File: config.mk
export PLATFORM = sky130hd
export DESIGN_NAME = vga_timing_gen
export DESIGN_NICKNAME = d
export VERILOG_FILES = /design/src/rtl/vga_timing_gen.sv
export SDC_FILE = /design/constraint.sdc
export NUM_CORES = 1
export LEC_CHECK = 0
export ABC_AREA = 1
export CORE_ASPECT_RATIO = 0.8
export CORE_MARGIN = 4
export CORE_UTILIZATION = 39
export DETAILED_ROUTE_END_ITERATION = 6
export MAX_ROUTING_LAYER = met4
export PLACE_DENSITY = 0.68
export SLEW_MARGIN = 20
export SYNTH_ARGS = -nofsm -noshare
export SYNTH_HDL_FRONTEND = slang
export SYNTH_SLANG_ARGS = --single-unit
File: constraint.sdc
create_clock -name clk_100 -period 2.2 [get_ports clk_100]
set_clock_uncertainty 0.1 [all_clocks]
set_input_delay 0.22 -clock clk_100 [delete_from_list [all_inputs] [get_ports clk_100]]
set_output_delay 0.22 -clock clk_100 [all_outputs]
set_load 0.03 [all_outputs]
File: src/rtl/vga_timing_gen.sv
// vga_timing_gen: VGA sync/blanking timing generator with per-frame test-pattern colour output
// Ports: clk_100/rst clock and synchronous reset; en advances the pixel timing;
// mode/pix_in pick the pattern (shadowed once per frame); hsync/vsync/de/x/y/frame_start
// are the registered timing outputs; vga_r/vga_g/vga_b the registered colour channels.
module vga_timing_gen #(
    parameter int H_ACTIVE = 640,
    parameter int H_FP     = 16,
    parameter int H_SYNC   = 96,
    parameter int H_BP     = 48,
    parameter int V_ACTIVE = 480,
    parameter int V_FP     = 10,
    parameter int V_SYNC   = 2,
    parameter int V_BP     = 33,
    parameter int CLK_DIV  = 4,
    parameter int HS_POL   = 0,
    parameter int VS_POL   = 0,
    parameter int COLOR_W  = 4
) (
    input  logic                        clk_100,
    input  logic                        rst,
    input  logic                        en,
    input  logic [1:0]                  mode,
    input  logic [3*COLOR_W-1:0]        pix_in,
    output logic                        hsync,
    output logic                        vsync,
    output logic                        de,
    output logic [$clog2(H_ACTIVE)-1:0] x,
    output logic [$clog2(V_ACTIVE)-1:0] y,
    output logic                        frame_start,
    output logic [COLOR_W-1:0]          vga_r,
    output logic [COLOR_W-1:0]          vga_g,
    output logic [COLOR_W-1:0]          vga_b
);
    localparam int H_TOTAL = H_ACTIVE + H_FP + H_SYNC + H_BP;
    localparam int V_TOTAL = V_ACTIVE + V_FP + V_SYNC + V_BP;
    localparam int HW      = $clog2(H_TOTAL);
    localparam int VW      = $clog2(V_TOTAL);
    localparam int DW      = (CLK_DIV > 1) ? $clog2(CLK_DIV) : 1;
    localparam int XW      = $clog2(H_ACTIVE);
    localparam int YW      = $clog2(V_ACTIVE);
    localparam int BAR_W   = (H_ACTIVE >= 8) ? H_ACTIVE / 8 : 1;

    logic [DW-1:0]          r_div;
    logic [HW-1:0]          r_h;
    logic [VW-1:0]          r_v;
    logic [1:0]             r_mode;
    logic [3*COLOR_W-1:0]   r_pix;
    logic                   r_wrap;

    int                     w_h;
    int                     w_v;
    logic                   w_tick;
    logic                   w_eol;
    logic                   w_eof;
    logic                   w_de;
    logic                   w_hs_act;
    logic                   w_vs_act;
    logic [2:0]             w_bar;
    logic [3*COLOR_W-1:0]   w_bars;
    logic [3*COLOR_W-1:0]   w_chk;
    logic [3*COLOR_W-1:0]   w_rgb;

    assign w_h      = int'(r_h);
    assign w_v      = int'(r_v);
    assign w_tick   = en && (r_div == DW'(CLK_DIV - 1));
    assign w_eol    = (w_h == H_TOTAL - 1);
    assign w_eof    = w_eol && (w_v == V_TOTAL - 1);
    assign w_de     = (w_h < H_ACTIVE) && (w_v < V_ACTIVE);
    assign w_hs_act = (w_h >= H_ACTIVE + H_FP) && (w_h < H_ACTIVE + H_FP + H_SYNC);
    assign w_vs_act = (w_v >= V_ACTIVE + V_FP) && (w_v < V_ACTIVE + V_FP + V_SYNC);
    assign w_bar    = 3'(w_h / BAR_W);
    // Bar index bits map directly to channels: r=~b1, g=~b2, b=~b0 gives W,Y,C,G,M,R,B,K
    assign w_bars   = (w_h < 8 * BAR_W) ?
                      {{COLOR_W{~w_bar[1]}}, {COLOR_W{~w_bar[2]}}, {COLOR_W{~w_bar[0]}}} : '0;
    assign w_chk    = {3*COLOR_W{w_h[5] ^ w_v[5]}};
    assign w_rgb    = !w_de ? '0 :
                      (r_mode == 2'b01) ? w_bars :
                      (r_mode == 2'b10) ? w_chk :
                      (r_mode == 2'b11) ? r_pix : '0;

    // Outputs decode the counter state present before each edge, so they trail the
    // counters by one clock; r_wrap delays the wrap event to line up frame_start with (0,0).
    always_ff @(posedge clk_100) begin
        if (rst) begin
            r_div       <= '0;
            r_h         <= '0;
            r_v         <= '0;
            r_wrap      <= 1'b0;
            r_mode      <= mode;
            r_pix       <= pix_in;
            hsync       <= (HS_POL == 0);
            vsync       <= (VS_POL == 0);
            de          <= 1'b0;
            x           <= '0;
            y           <= '0;
            frame_start <= 1'b0;
            vga_r       <= '0;
            vga_g       <= '0;
            vga_b       <= '0;
        end else if (en) begin
            r_div <= w_tick ? '0 : r_div + 1'b1;
            if (w_tick) begin
                r_h <= w_eol ? '0 : r_h + 1'b1;
                if (w_eol)
                    r_v <= w_eof ? '0 : r_v + 1'b1;
                if (w_eof) begin
                    r_mode <= mode;
                    r_pix  <= pix_in;
                end
            end
            r_wrap                <= w_tick && w_eof;
            hsync                 <= (w_hs_act == (HS_POL != 0));
            vsync                 <= (w_vs_act == (VS_POL != 0));
            de                    <= w_de;
            x                     <= w_de ? r_h[XW-1:0] : '0;
            y                     <= w_de ? r_v[YW-1:0] : '0;
            frame_start           <= r_wrap;
            {vga_r, vga_g, vga_b} <= w_rgb;
        end else begin
            frame_start <= 1'b0;
        end
    end
endmodule
==> impl_metrics.tcl, run 1 <==
set metrics [dict create \
    hold_viol 0 \
    grtUsageTotal_pct 17.20 \
    synth.area.top_cells "dfxtp_1, edfxtp_1, nand2_1" \
    synth_cell_types 37 \
    drt_iter0_drc 176 \
    endpoint "vga_b[0]" \
    tightest_slew_ns 0.3747 \
    ys_warn_count 0 \
    globalplace.congestion 0.9144 \
    max-vdd-ir-drop_mv 0.4208 \
    worst_skew_pair.late_latency_ns 0.34 \
    design_area_um2 4367 \
    syn2layout_area_growth_pct 33.46 \
    syn_nets 434 \
    crit_required_ns 2.39 \
    maxSlewViolCount 0 \
    grt_pass1_wl_um 13640 \
    drt-total-wl_um 8147 \
    yosysTopAreaCell "dfxtp_1" \
    cp-end-kind "flip-flop" \
    n_antenna_cell 0 \
    start_kind "flip-flop" \
    vias_per_cell 4.901 \
    synth_top_area_share_pct 35.49 \
    pre_cts_ws_ns -0.02285 \
    ys_ff_latch 72 \
    cp_max_fo 6 \
    violations "setup timing" \
    detail-route-antenna-nets 0 \
    grt_overflow 0 \
    arrival_ns 2.43 \
    fillerInstances 767 \
    r2r-end "vga_b[0]" \
    port_buffers 51 \
    power_mw 2.554 \
    max_freq_mhz 445.2 \
    setup_viol 4 \
    synth_area_um2 3272 \
    async_flop_share_pct 0 \
    cts.clk_slew.worst_paths_ns 0.07 \
    num_rows 29 \
    grt_pass1_vias 2855 \
    drv_cap 0 \
    drive_gt1_share_pct 18.89 \
    worstSetupPathType "reg -> reg" \
    crit_start "r_h[8]" \
    core_area_um2 8055 \
    synthFlopType "dfxtp_1" \
    nets 506 \
    dp_hpwl_um 5737 \
    grt_max_degree 36 \
    clockBufferDepth 2 \
    cts.sinks 72 \
    worstRegToRegCells 16 \
    setup_ws_ns -0.04611 \
    power_density_nw_per_um2 584.9 \
    grt_setup_unrepaired "yes" \
    synth_common_cells "nand2_1, dfxtp_1, a21oi_1, inv_1, nor2_1" \
    vias 2916 \
    htreeDepth 3 \
    synth.avg_cell_area_um2 7.961 \
    slew_headroom_pct 75.02 \
    dpl-instance-area_um2 4051 \
    dr.pass1.iters 4 \
    netlist_instances 411 \
    numCtsBuffers 9 \
    synth.most_common_cell "nand2_1" \
    leakagePower_nw 1.751 \
    initial_core_util_pct 40.62 \
    die-area_um2 9928 \
    holdWs_ns 0.3301 \
    cts_tree "done" \
    holdBufCountCts 0 \
    status "finished with violations" \
    r2r_slack_ns -0.05 \
    period_needed_ns 2.246 \
    die_h_um 89.93 \
    regArea_um2 1588 \
    antenna_found_initial 0 \
    finalCritPeriodShare_pct 102.1 \
    die_w_um 110.4 \
    r2r_start "r_h[8]" \
    final_core_util_pct 54.21 \
    multi_input_area_um2 1598 \
    seq_area_frac_synth_pct 48.34 \
    boundaryPins 52 \
    wl_per_cell_um 13.69 \
    synth_edf_count 14 \
    hp-class "in -> reg" \
    drc 0 \
    cts_root_buffer "clkbuf_8" \
]
[registers in the layout, summed over array words and instances (netlist names)]
register / cells
de: 1
frame_start: 1
hsync: 1
r_div: 2
r_h: 10
r_mode: 2
r_pix: 12
r_v: 10
r_wrap: 1
vga_b: 4
vga_g: 4
vga_r: 4
vsync: 1
x: 10
y: 9
[final cells by class]
class,instances,share of cell area [%]
inverters,39,3.410
multi-input cells,283,36.59
clock inverters,1,0.1146
repair buffers,78,16.70
well taps,108,3.095
flip-flops and latches,72,36.36
clock buffers,14,3.725
[stage by stage]
step           instances  setup TNS, ns
2_1_floorplan        411              0
4_1_cts              592      -0.008196
5_1_grt              595         -1.130
3_5_place_dp         575       -0.02285
6_report             595        -0.1344
3_3_place_gp         575              0
[layout by cell type, fill, tap and decap left out, types with 3 or more instances in the layout]
cell	count
nand2_1	93
a21oi_1	53
dfxtp_1	53
clkdlybuf4s50_1	51
inv_1	30
nor2_1	28
buf_4	25
o21ai_0	20
edfxtp_1	14
clkbuf_8	11
nand4_1	9
nand2_2	9
nand3_1	8
inv_2	7
xor2_1	7
a21oi_2	6
nand2_4	5
nor3_1	5
nor3b_1	5
dfxtp_2	5
nand3_4	4
ha_1	4
nand3_2	3
nor2_2	3
clkbuf_1	3
[what timing repair did]
| item | CTS | global route |
|---|---|---|
| pin swaps | 3 | 7 |
| resized for setup | 3 | 28 |
| setup buffers | 2 | 3 |
| endpoints found under the setup margin | 4 | 16 |
| hold endpoints to repair | 0 | 0 |
[metal layers]
layer  track usage, %  vias to the layer above  routed length (um)
met3            5.570                        9                 443
met2            24.80                       73                3638
met5                -                        -                   0
li1                 -                     1494                   -
met1            22.84                     1340                3987
met4            5.744                        0                  77
[kinds of logic (layout without fill, tap and decap cells)]
logic type | after synthesis | after routing | synth area share, %
simple gates | 181 | 181 | 26.23
compound gates | 87 | 87 | 13.92
flops | 72 | 72 | 48.34
buf+inv | 56 | 132 | 6.807
xor+xnor | 9 | 9 | 2.409
fa+ha+maj | 6 | 6 | 2.294
[critical path, cell delays in order (launching register included)]
cell and delay [ns]:
dfxtp_2 0.34, nor2_4 0.13, inv_4 0.05, ha_4 0.21, o21ai_4 0.20, nand3_4 0.14
nand2_4 0.09, nand2_2 0.06, nor2_4 0.15, nand2_2 0.07, nand2_1 0.05, nand2_1 0.05
nor2_1 0.11, nand4_1 0.12, nand2_2 0.12, nand2_1 0.07, a21oi_2 0.11
[how the worst min path moves through the flow]
stage,from,cells after the start,end,slack (ns)
2_1_floorplan,mode[0],0,r_mode[0],0.22
3_3_place_gp,r_wrap,2,frame_start,0.34
3_5_place_dp,r_wrap,2,frame_start,0.34
4_1_cts,mode[1],1,r_mode[1],0.31
5_1_grt,mode[1],1,r_mode[1],0.31
6_report,mode[1],1,r_mode[1],0.33
[where the power goes]
part	switching, mW	internal, mW
Clock	0.461	0.465
Combinational	0.127	0.0924
Sequential	0.0219	1.39
Power figures use the tool's default switching activity.
==> run 2: changes to the inputs <==
--- a/config.mk
+++ b/config.mk
@@ -6,10 +6,12 @@
 export NUM_CORES = 1
 export LEC_CHECK = 0
 export ABC_AREA = 1
+export ABC_CLOCK_PERIOD_IN_PS = 2200
 export CORE_ASPECT_RATIO = 0.8
 export CORE_MARGIN = 4
 export CORE_UTILIZATION = 39
 export DETAILED_ROUTE_END_ITERATION = 6
+export HOLD_SLACK_MARGIN = 0.12
 export MAX_ROUTING_LAYER = met4
 export PLACE_DENSITY = 0.68
 export SLEW_MARGIN = 20
==> constraint.sdc (replaced) <==
create_clock -name clk_100 -period 2.2 [get_ports clk_100]
set_clock_uncertainty 0.1 [all_clocks]
set_input_delay 0.44 -clock clk_100 [delete_from_list [all_inputs] [get_ports clk_100]]
set_output_delay 0.44 -clock clk_100 [all_outputs]
set_load 0.03 [all_outputs]
==> impl_metrics.tcl, run 2 (synthesized netlist as in run 1, its figures left out) <==
set metrics [dict create \
    status "finished with violations" \
    violations "setup timing" \
    antenna_found_initial 0 \
    cts_root_buffer "clkbuf_8" \
    highest_layer "met4" \
    power_density_nw_per_um2 593.0 \
    max-vdd-ir-drop_mv 0.4014 \
    holdBufCountCts 0 \
    drt-total-wl_um 8197 \
    hold_start "x[1]" \
    crit_path_top_delay_cell "dfxtp_1" \
    max_freq_mhz 441.5 \
    setup_ws_ns -0.06523 \
    grt_max_degree 36 \
    power_mw 2.581 \
    core_area_um2 8055 \
    drive_gt1_share_pct 17.76 \
    clockBufferDepth 2 \
    initial_core_util_pct 40.62 \
    cts_tree "done" \
    dr_wl_met2_um 3715 \
    fillerInstances 774 \
    worst_skew_pair.late_latency_ns 0.36 \
    final_common_cell "nand2_1" \
    crit_chain "buf_4, inv_1, nand3_2, nand3_4, nand2_4, nand3_4, nand2_4, nand2_4, nor2_4, nand2_1, nand2_1, nand2_1, nor2_1, nand4_1, nand2_2, nand2_1, a21oi_2" \
    crit_start "r_h[7]" \
    wl_per_cell_um 13.71 \
    slew_headroom_pct 69.51 \
    wl_met1_um 3892 \
    cts.clk_slew.worst_paths_ns 0.07 \
    design_area_um2 4353 \
    leakagePower_nw 1.750 \
    dpl-instance-area_um2 4069 \
    cp-end-kind "flip-flop" \
    grt_pass1_vias 2930 \
    die_h_um 89.93 \
    num_rows 29 \
    hold_viol 0 \
    boundaryPins 52 \
    grt_overflow 0 \
    die-area_um2 9928 \
    crit_required_ns 2.40 \
    dr.pass1.iters 4 \
    holdWs_ns 0.3660 \
    nets 508 \
    routed-wl-met3_um 479 \
    cts.sinks 72 \
    pre_cts_ws_ns -0.08753 \
    drc 0 \
    setup_viol 6 \
    vias_per_cell 4.967 \
    cpPeakStageDelay_ns 0.37 \
    htreeDepth 3 \
    drt_iter0_drc 156 \
    die_w_um 110.4 \
    cp_max_fo 7 \
    numCtsBuffers 9 \
    maxSlewViolCount 0 \
    worstSetupPathType "reg -> reg" \
    syn2layout_area_growth_pct 33.04 \
    detail-route-antenna-nets 0 \
    grt_pass1_wl_um 14090 \
    hp-class "reg -> reg" \
    top_register "r_pix" \
    arrival_ns 2.46 \
    dp_hpwl_um 5861 \
    period_needed_ns 2.265 \
    globalplace.congestion 0.9007 \
    r2r_start "r_h[7]" \
    grt_setup_unrepaired "yes" \
    vias 2970 \
    start_kind "flip-flop" \
    drv_cap 0 \
    crit_top_cell "nand2_1" \
    n_antenna_cell 0 \
    grtUsageTotal_pct 17.82 \
    largest_reg_flops 12 \
    tightest_slew_ns 0.4526 \
    port_buffers 51 \
    finalCritPeriodShare_pct 103.0 \
    layout_common_cells "nand2_1, a21oi_1, dfxtp_1, clkdlybuf4s50_1, inv_1" \
]
run 2: cell types whose count changed in the layout (fill, tap and decap cells not counted), sizes merged:
cell and change:
buf +2, clkbuf -1, clkinv +1, inv +1
run 2: cell type report:
| cell class | count | area (um2) | share of cell area, % |
|---|---|---|---|
| Tap cell | 108 | 135.1 | 3.104 |
| Clock inverter | 3 | 16.27 | 0.3737 |
| Multi-Input combinational cell | 283 | 1565 | 35.96 |
| Timing Repair Buffer | 80 | 744.5 | 17.10 |
| Inverter | 39 | 146.4 | 3.363 |
| Clock buffer | 13 | 158.9 | 3.650 |
| Sequential cell | 72 | 1587 | 36.45 |
run 2: worst max-delay path: cells and delay by family (launching register included):
| kind | cells | cell delay (ns) |
|---|---|---|
| compound gates | 1 | 0.11 |
| buf+inv | 2 | 0.27 |
| flops | 1 | 0.37 |
| simple gates | 14 | 1.33 |
run 2: worst paths after layout:
kind	endpoint	slack [ns]	depth (start not counted)
setup / recovery	vga_b[3]	-0.07	17
hold / removal	x[1]	0.37	2
setup reg to reg	vga_b[3]	-0.07	17
hold reg to reg	x[1]	0.37	2
run 2: what timing repair did:
action	4_1_cts	5_1_grt
endpoints found under the setup margin	4	12
buffers inserted	3	2
pin swaps	3	5
resized for setup	3	16
run 2: per-layer routing:
layer | vias to the layer above | GRT usage, %
met4 | 0 | 4.923
met1 | 1364 | 22.93
met2 | 88 | 26.16
met3 | 10 | 6.980
li1 | 1508 | -
met5 | - | -
run 2: power breakdown:
group | switching (mW) | internal (mW)
Sequential | 0.0214 | 1.39
Combinational | 0.128 | 0.0917
Clock | 0.484 | 0.469
Total | 0.634 | 1.95
run 2: per-stage QoR:
step,setup TNS (ns),std cells,util (%)
floorplan,0,411,-
global placement,-0.6612,577,50.51
detailed placement,-0.7501,577,50.51
CTS,-0.1641,596,53.14
global route,-1.380,598,54.04
finish,-0.2366,598,54.04
